`config.mk`:
```
export PLATFORM = sky130hd
export DESIGN_NAME = dm_arbiter
export DESIGN_NICKNAME = d
export VERILOG_FILES = /design/src/rtl/dm_arb_pkg.sv /design/src/rtl/dm_arb_rr.sv /design/src/rtl/dm_arbiter.sv
export SDC_FILE = /design/constraint.sdc
export NUM_CORES = 1
export LEC_CHECK = 0
export CORE_AREA = 2 2 106 108
export CTS_BUF_LIST = sky130_fd_sc_hd__clkbuf_8
export DETAILED_ROUTE_END_ITERATION = 8
export DIE_AREA = 0 0 108 110
export PLACE_DENSITY = 0.79
export SLEW_MARGIN = 25
export SYNTH_ARGS = -nofsm -noshare
export SYNTH_HDL_FRONTEND = slang
export SYNTH_SLANG_ARGS = --single-unit
```
`constraint.sdc`:
```
create_clock -name clk -period 1.4 [get_ports clk]
set_input_delay 0.21 -clock clk [delete_from_list [all_inputs] [get_ports clk]]
set_output_delay 0.21 -clock clk [all_outputs]
set_load 0.1 [all_outputs]
```
`src/rtl/dm_arb_pkg.sv`:
```
// Shared types for the data-memory arbiter: ownership states and requester IDs.
package dm_arb_pkg;

  typedef enum logic [1:0] {
    IDLE = 2'd0,
    OWN0 = 2'd1,
    OWN1 = 2'd2
  } arb_state_e;

  localparam logic REQ_CPU = 1'b0;
  localparam logic REQ_LDR = 1'b1;

endpackage

```
`src/rtl/dm_arb_rr.sv`:
```
// Two-way round-robin picker: a lone eligible requester wins, ties go to ptr.
module dm_arb_rr
  import dm_arb_pkg::*;
(
  input  logic       elig0,
  input  logic       elig1,
  input  logic       ptr,
  output logic [1:0] gnt
);

  always_comb begin
    gnt = 2'b00;
    if (elig0 && elig1) begin
      gnt = (ptr == REQ_LDR) ? 2'b10 : 2'b01;
    end else if (elig0) begin
      gnt = 2'b01;
    end else if (elig1) begin
      gnt = 2'b10;
    end
  end

endmodule

```
`src/rtl/dm_arbiter.sv`:
```
// Shares a single-port synchronous data memory between the CPU LSU (req0) and
// the loader (req1): round-robin, optional ownership lock, tagged read return.
module dm_arbiter
  import dm_arb_pkg::*;
#(
  parameter int DATA = 32,
  parameter int ADDR = 12
) (
  input  logic            clk,
  input  logic            rst_n,
  input  logic            req0_valid,
  input  logic            req0_we,
  input  logic            req0_lock,
  input  logic [ADDR-1:0] req0_addr,
  input  logic [DATA-1:0] req0_wdata,
  output logic            req0_ready,
  input  logic            req1_valid,
  input  logic            req1_we,
  input  logic            req1_lock,
  input  logic [ADDR-1:0] req1_addr,
  input  logic [DATA-1:0] req1_wdata,
  output logic            req1_ready,
  output logic            rsp0_valid,
  output logic [DATA-1:0] rsp0_rdata,
  output logic            rsp1_valid,
  output logic [DATA-1:0] rsp1_rdata,
  output logic            dm_we,
  output logic [ADDR-1:0] dm_addr,
  output logic [DATA-1:0] dm_wdata,
  input  logic [DATA-1:0] dm_rdata,
  output arb_state_e      dbg_state,
  output logic            dbg_ptr
);

  // Handshake: a beat transfers in any cycle where reqN_valid && reqN_ready.
  // ready is combinational, never high without valid, and at most one side
  // is ready per cycle; the requester holds its beat stable until accepted.

  arb_state_e      state_q, state_d;
  logic            ptr_q, ptr_d;
  logic            pend_q, tag_q;
  logic [DATA-1:0] hold0_q, hold1_q;
  logic            elig0, elig1;
  logic [1:0]      gnt;

  assign elig0 = rst_n && req0_valid && (state_q != OWN1);
  assign elig1 = rst_n && req1_valid && (state_q != OWN0);

  dm_arb_rr u_rr (
    .elig0 (elig0),
    .elig1 (elig1),
    .ptr   (ptr_q),
    .gnt   (gnt)
  );

  assign req0_ready = gnt[0];
  assign req1_ready = gnt[1];

  always_comb begin
    dm_we    = 1'b0;
    dm_addr  = '0;
    dm_wdata = '0;
    if (gnt[0]) begin
      dm_we    = req0_we;
      dm_addr  = req0_addr;
      dm_wdata = req0_wdata;
    end else if (gnt[1]) begin
      dm_we    = req1_we;
      dm_addr  = req1_addr;
      dm_wdata = req1_wdata;
    end
  end

  always_comb begin
    state_d = state_q;
    ptr_d   = ptr_q;
    if (gnt[0]) begin
      ptr_d   = REQ_LDR;
      state_d = req0_lock ? OWN0 : IDLE;
    end else if (gnt[1]) begin
      ptr_d   = REQ_CPU;
      state_d = req1_lock ? OWN1 : IDLE;
    end
  end

  // Gating with rst_n drops a pending response in the cycle reset asserts.
  assign rsp0_valid = rst_n && pend_q && (tag_q == REQ_CPU);
  assign rsp1_valid = rst_n && pend_q && (tag_q == REQ_LDR);
  assign rsp0_rdata = rsp0_valid ? dm_rdata : hold0_q;
  assign rsp1_rdata = rsp1_valid ? dm_rdata : hold1_q;

  always_ff @(posedge clk) begin
    if (!rst_n) begin
      state_q <= IDLE;
      ptr_q   <= REQ_CPU;
      pend_q  <= 1'b0;
      tag_q   <= REQ_CPU;
      hold0_q <= '0;
      hold1_q <= '0;
    end else begin
      state_q <= state_d;
      ptr_q   <= ptr_d;
      pend_q  <= (|gnt) && !dm_we;
      tag_q   <= gnt[1];
      if (rsp0_valid) hold0_q <= dm_rdata;
      if (rsp1_valid) hold1_q <= dm_rdata;
    end
  end

  assign dbg_state = state_q;
  assign dbg_ptr   = ptr_q;

endmodule

```
* Word-level counts from Yosys, hierarchy flattened
Cells that the tools add are included.
** Word-level totals
- Bits of input ports :: 128
- Output and inout bits :: 116
- Register bits :: 69
** Cells by class
- Bitwise operators :: 1
- Mux-type cells :: 18
- Equal/unequal tests :: 2
- Reductions and logical operators :: 12
** Operator list (count)
- $mux 32 :: 4
- $mux 12 :: 2
- $mux 2 :: 7
- $logic_and 1x1->1 :: 9
- $mux 1 :: 5
- $ne 2x1->1 const B :: 1
- $ne 2x2->1 const B :: 1
- $reduce_bool 2->1 :: 1
- $reduce_or 2->1 :: 1
- $logic_not 1->1 :: 1
- $not 1->1 :: 1

* Depth between registers and ports, before layout
- Depth in word-level cells :: 9
- Gate-level depth with buffers :: 6

* Modules after synthesis
Synthesis repeated with hierarchy kept, for this count alone.
** Unflattened totals
- Cells, all modules :: 438
- Area, all modules :: 4033.9 um^2
** Modules (own cells, without submodules)
- dm_arbiter :: cells an instance 435, seq. area each 1381.3 um^2, instances 1, area an instance 4015.1 um^2
- dm_arb_rr :: cells an instance 3, seq. area each 0.0 um^2, instances 1, area an instance 18.8 um^2

* Worst setup path before layout
Ideal clock, no wire load.
- Path kind :: register to output
- Start point :: reg state_q[1] (netlist: dbg_state[1])
- End point :: out dm_wdata[20]
- Slack :: -1641 ps
- Data arrival time :: 2831 ps
- Stages on the path, launching flop included :: 6
- Required time :: 1190 ps
- Cells stage by stage :: dfxtp_1 nor2b_2 a21oi_2 nor2_1 buf_2 a22o_1
** On the way
- Word-level cells in the longest chain between the ends :: 7
- Elaborated cells on any way between the ends :: 10
- Those cells by class :: eq/ne (2); mux (5); reduce/logical (3)
** RTL lines
- from (decl) :: line dm_arbiter.sv:39 : arb_state_e state_q, state_d;
- from (signal assigned) :: line dm_arbiter.sv:101 : state_q <= state_d;
- $ne 2x1->1 :: line dm_arbiter.sv:47 : assign elig1 = rst_n && req1_valid && (state_q != OWN0);
- $logic_and 1x1->1 :: line dm_arbiter.sv:47
- $mux 2 :: line dm_arb_rr.sv:17 : end else if (elig1) begin
- $mux 2 :: line dm_arb_rr.sv:15 : end else if (elig0) begin
- $mux 2 (*) :: line dm_arb_rr.sv:13 : if (elig0 && elig1) begin
- net req1_ready :: line dm_arbiter.sv:22 : output logic req1_ready,
- $mux 32 (*) :: line dm_arbiter.sv:67 : end else if (gnt[1]) begin
- $mux 32 (*) :: line dm_arbiter.sv:63 : if (gnt[0]) begin
- to (decl) :: line dm_arbiter.sv:29 : output logic [DATA-1:0] dm_wdata,
The timed path passes the listed nets; every way through them passes the cells marked *.

* Final worst setup path
- Start point :: reg state_q[1] (netlist: dbg_state[1])
- End point :: out dm_addr[0]
** On the way
- Word-level cells in the longest chain between the ends :: 7
- Elaborated cells on any way between the ends :: 10
- Those cells by class :: eq/ne (2); mux (5); reduce/logical (3)
** RTL lines
- $ne 2x1->1 :: line dm_arbiter.sv:47
- $logic_and 1x1->1 :: line dm_arbiter.sv:47
- $mux 2 :: line dm_arb_rr.sv:17
- $mux 2 :: line dm_arb_rr.sv:15
- $mux 2 (*) :: line dm_arb_rr.sv:13
- $mux 12 :: line dm_arbiter.sv:67
- $mux 12 (*) :: line dm_arbiter.sv:63
- to (decl) :: line dm_arbiter.sv:28 : output logic [ADDR-1:0] dm_addr,
Every way passes the cells marked *; elsewhere a longest branch is shown, timed or not.

==> out/metrics.yaml <==
status: "complete, but fails checks"
violations: "negative setup slack"
p_sw_mw: 2.94
tritoncts: "yes"
yosysUniqueCellTypes: 24
timing.fmax_ghz: 0.488
die_x_um: 108
intPower_mw: 4.37
worstSetupPathType: "reg -> out"
relSlewSlack_pct: 71.2
numPortBuffers: 243
grt_setup_unrepaired: "true"
slew_violations: 0
netlist_instances: 287
clk_path_buf_depth: 2
power_per_cell_area_nw_per_um2: 865
dr.pass1.iters: 4
holdBufCountCts: 0
crit_required_ns: 1.19
io_pins: 244
final_cell_mix: "buf_12, clkdlybuf4s50_1, mux2_4, dfxtp_1, a22o_4"
swShare_pct: 40.2
ys_async_sr_fraction_pct: 0
core_um2: 10700
dieArea_um2: 11900
grt_usage_pct: 24.4
cp.arrival_ns: 1.84
clock-sinks: 69
routedWlPerCell_um: 20.5
drive_gt1_share_pct: 59.8
stdcell_count: 705
clkPwrFrac_pct: 19.1
crit_fanout: 10
grt_pass1_vias: 3755
ir_worst_vdd_uv: 563
clkTransAtPathRegs_ns: 0.07
p_total_mw: 7.31
seqPwrFrac_pct: 28.1
initial_core_util_pct: 32.3
finalSetupViolCount: 124
critPathBufInv: 2
ys.flop_type: "dfxtp_1"
cts_max_level: 3
hpwl_mm: 10.8
combPwrFrac_pct: 52.8
hold_viol: 0
p_leak_nw: 3.79
globalRouteOverflowTotal: 0
antenna_found_initial: 1
fin_skew_ns: 0.00571
setup_ws_ns: -0.648
clk_latency_ns: 0.34
placed_area_um2: 7720
rr_startpoint: "tag_q"
vias: 3355
postRouteWirelength_mm: 14.4
grt_max_degree: 42
crit_slowest_cell: "dfxtp_4"
cp-end-kind: "output port"
ant_nets: 0
crit_start: "dbg_state[1]"
min_period_ns: 2.05
cts_made_buffers: 9
die_y_um: 110
critPathMaxStageDelay_ns: 0.35
yosys_warnings: 0
cp-start-kind: "flop"
postSynthAreaPerCell_um2: 12.0
min_period_over_period_pct: 146
path_cells: "nor2b_4, a21o_1, a21oi_4, buf_4, a22o_2, buf_12"
synth_area_um2: 3450
setup_tns_ns: -57.80
tightestPinTransition_ns: 0.433
synth_fp_nets: 415
num_rows: 38
syn2layout_area_growth_pct: 145
route.detailed.drc: 0
dp_cells: 665
crit_family: "compound AO/OA/AOI/OAI gates"
fin_nets: 688
grt_pass1_wl_mm: 21.7
first_iter_violations: 146
final_common_cell: "buf_12"
place_ws_ns: -0.567
hp-class: "in -> reg"
synth_edf_count: 0
maxCapViolCount: 0
min_from: "rst_n"
yosysSeqAreaShare_pct: 40.0
gp_congestion: 0.799
routed_via_density: 4.76
fin_area_um2: 8450
cts-root-buf: "clkbuf_8"
synth_seq_cells: 69
metal layers:
| layer | track usage [%] | up-vias | share of wire (%) |
|---|---|---|---|
| li1 | - | 1572 | - |
| met5 | 0 | - | 0 |
| met4 | 6.32 | 0 | 1.0 |
| met1 | 24.3 | 1629 | 33 |
| met3 | 9.94 | 14 | 8.4 |
| met2 | 47.0 | 140 | 57 |
worst reg2reg max path: cells and delay by family (launching register included):
family	cells	cell delay, ns
buffers and inverters	3	0.41
DFF	1	0.34
muxes	1	0.32
and+or+nand+nor	2	0.33
path summary, 6_finish.rpt:
kind	slack, ns	to	cells after the start
min reg2reg	0.61	hold1_q[19]	2
max	-0.65	dm_addr[0]	6
max reg2reg	-0.10	hold0_q[1]	6
min	0.31	tag_q	3
flip-flops by register name, indices dropped and copies added (netlist names):
register,count
dbg_ptr,1
dbg_state,2
hold0_q,32
hold1_q,32
pend_q,1
tag_q,1
synth_stat cells (2+ instances only):
cell | number | share of area, %
nand2b_1 | 2 | 0.36
mux2_4 | 58 | 25
dfxtp_1 | 69 | 40
a22o_1 | 45 | 11
a21oi_2 | 2 | 0.51
nor2_1 | 2 | 0.22
nand2_1 | 2 | 0.22
buf_6 | 8 | 2.6
inv_1 | 2 | 0.22
buf_4 | 4 | 0.87
and2_1 | 64 | 12
clkbuf_1 | 7 | 0.76
mux2_2 | 6 | 2.0
buf_2 | 5 | 0.73
a32o_1 | 2 | 0.58
power groups by stage:
| stage | clock network [mW] | logic [mW] | registers [mW] |
|---|---|---|---|
| final | 1.39 | 3.86 | 2.06 |
| after global routing | 1.53 | 3.97 | 2.06 |
| after CTS | 1.43 | 3.85 | 2.05 |
| after detailed placement | 0 | 3.67 | 2.10 |
| after global placement | 0 | 3.63 | 2.10 |
| after floorplan | 0 | 2.13 | 2.15 |
what timing repair did:
item	CTS	global route
endpoints found under the hold margin	0	0
buffers inserted	18	0
pin swaps	6	1
gates resized for setup	44	28
gates cloned	8	0
endpoints found under the setup margin	113	163
area by class of cell:
type | instances | area [um^2]
Clock buffer | 10 | 138
Antenna cell | 1 | 2.50
Multi-Input combinational cell | 192 | 2420
Clock inverter | 5 | 27.5
Inverter | 2 | 15.0
Fill cell | 582 | 2250
Sequential cell | 69 | 1400
Tap cell | 140 | 175
Timing Repair Buffer | 286 | 4270
cells by family (layout without fill, tap and decap cells):
kind of cell | Yosys count | after routing | share of synthesized area (%)
and+or+nand+nor | 75 | 75 | 14.1
DFF | 69 | 69 | 40.0
muxes | 64 | 64 | 27.2
AOI/OAI and AO/OA | 53 | 53 | 13.5
buffers and inverters | 26 | 303 | 5.19
other | 0 | 1 | 0
metrics by stage:
| step | util, % | hold WS, ns |
|---|---|---|
| global placement | 72.2 | 0.582 |
| global route | 79.0 | 0.307 |
| CTS | 78.5 | 0.302 |
| finish | 79.0 | 0.307 |
| detailed placement | 72.2 | 0.583 |
| floorplan | - | 0.314 |
(Power assumes the default switching activity.)
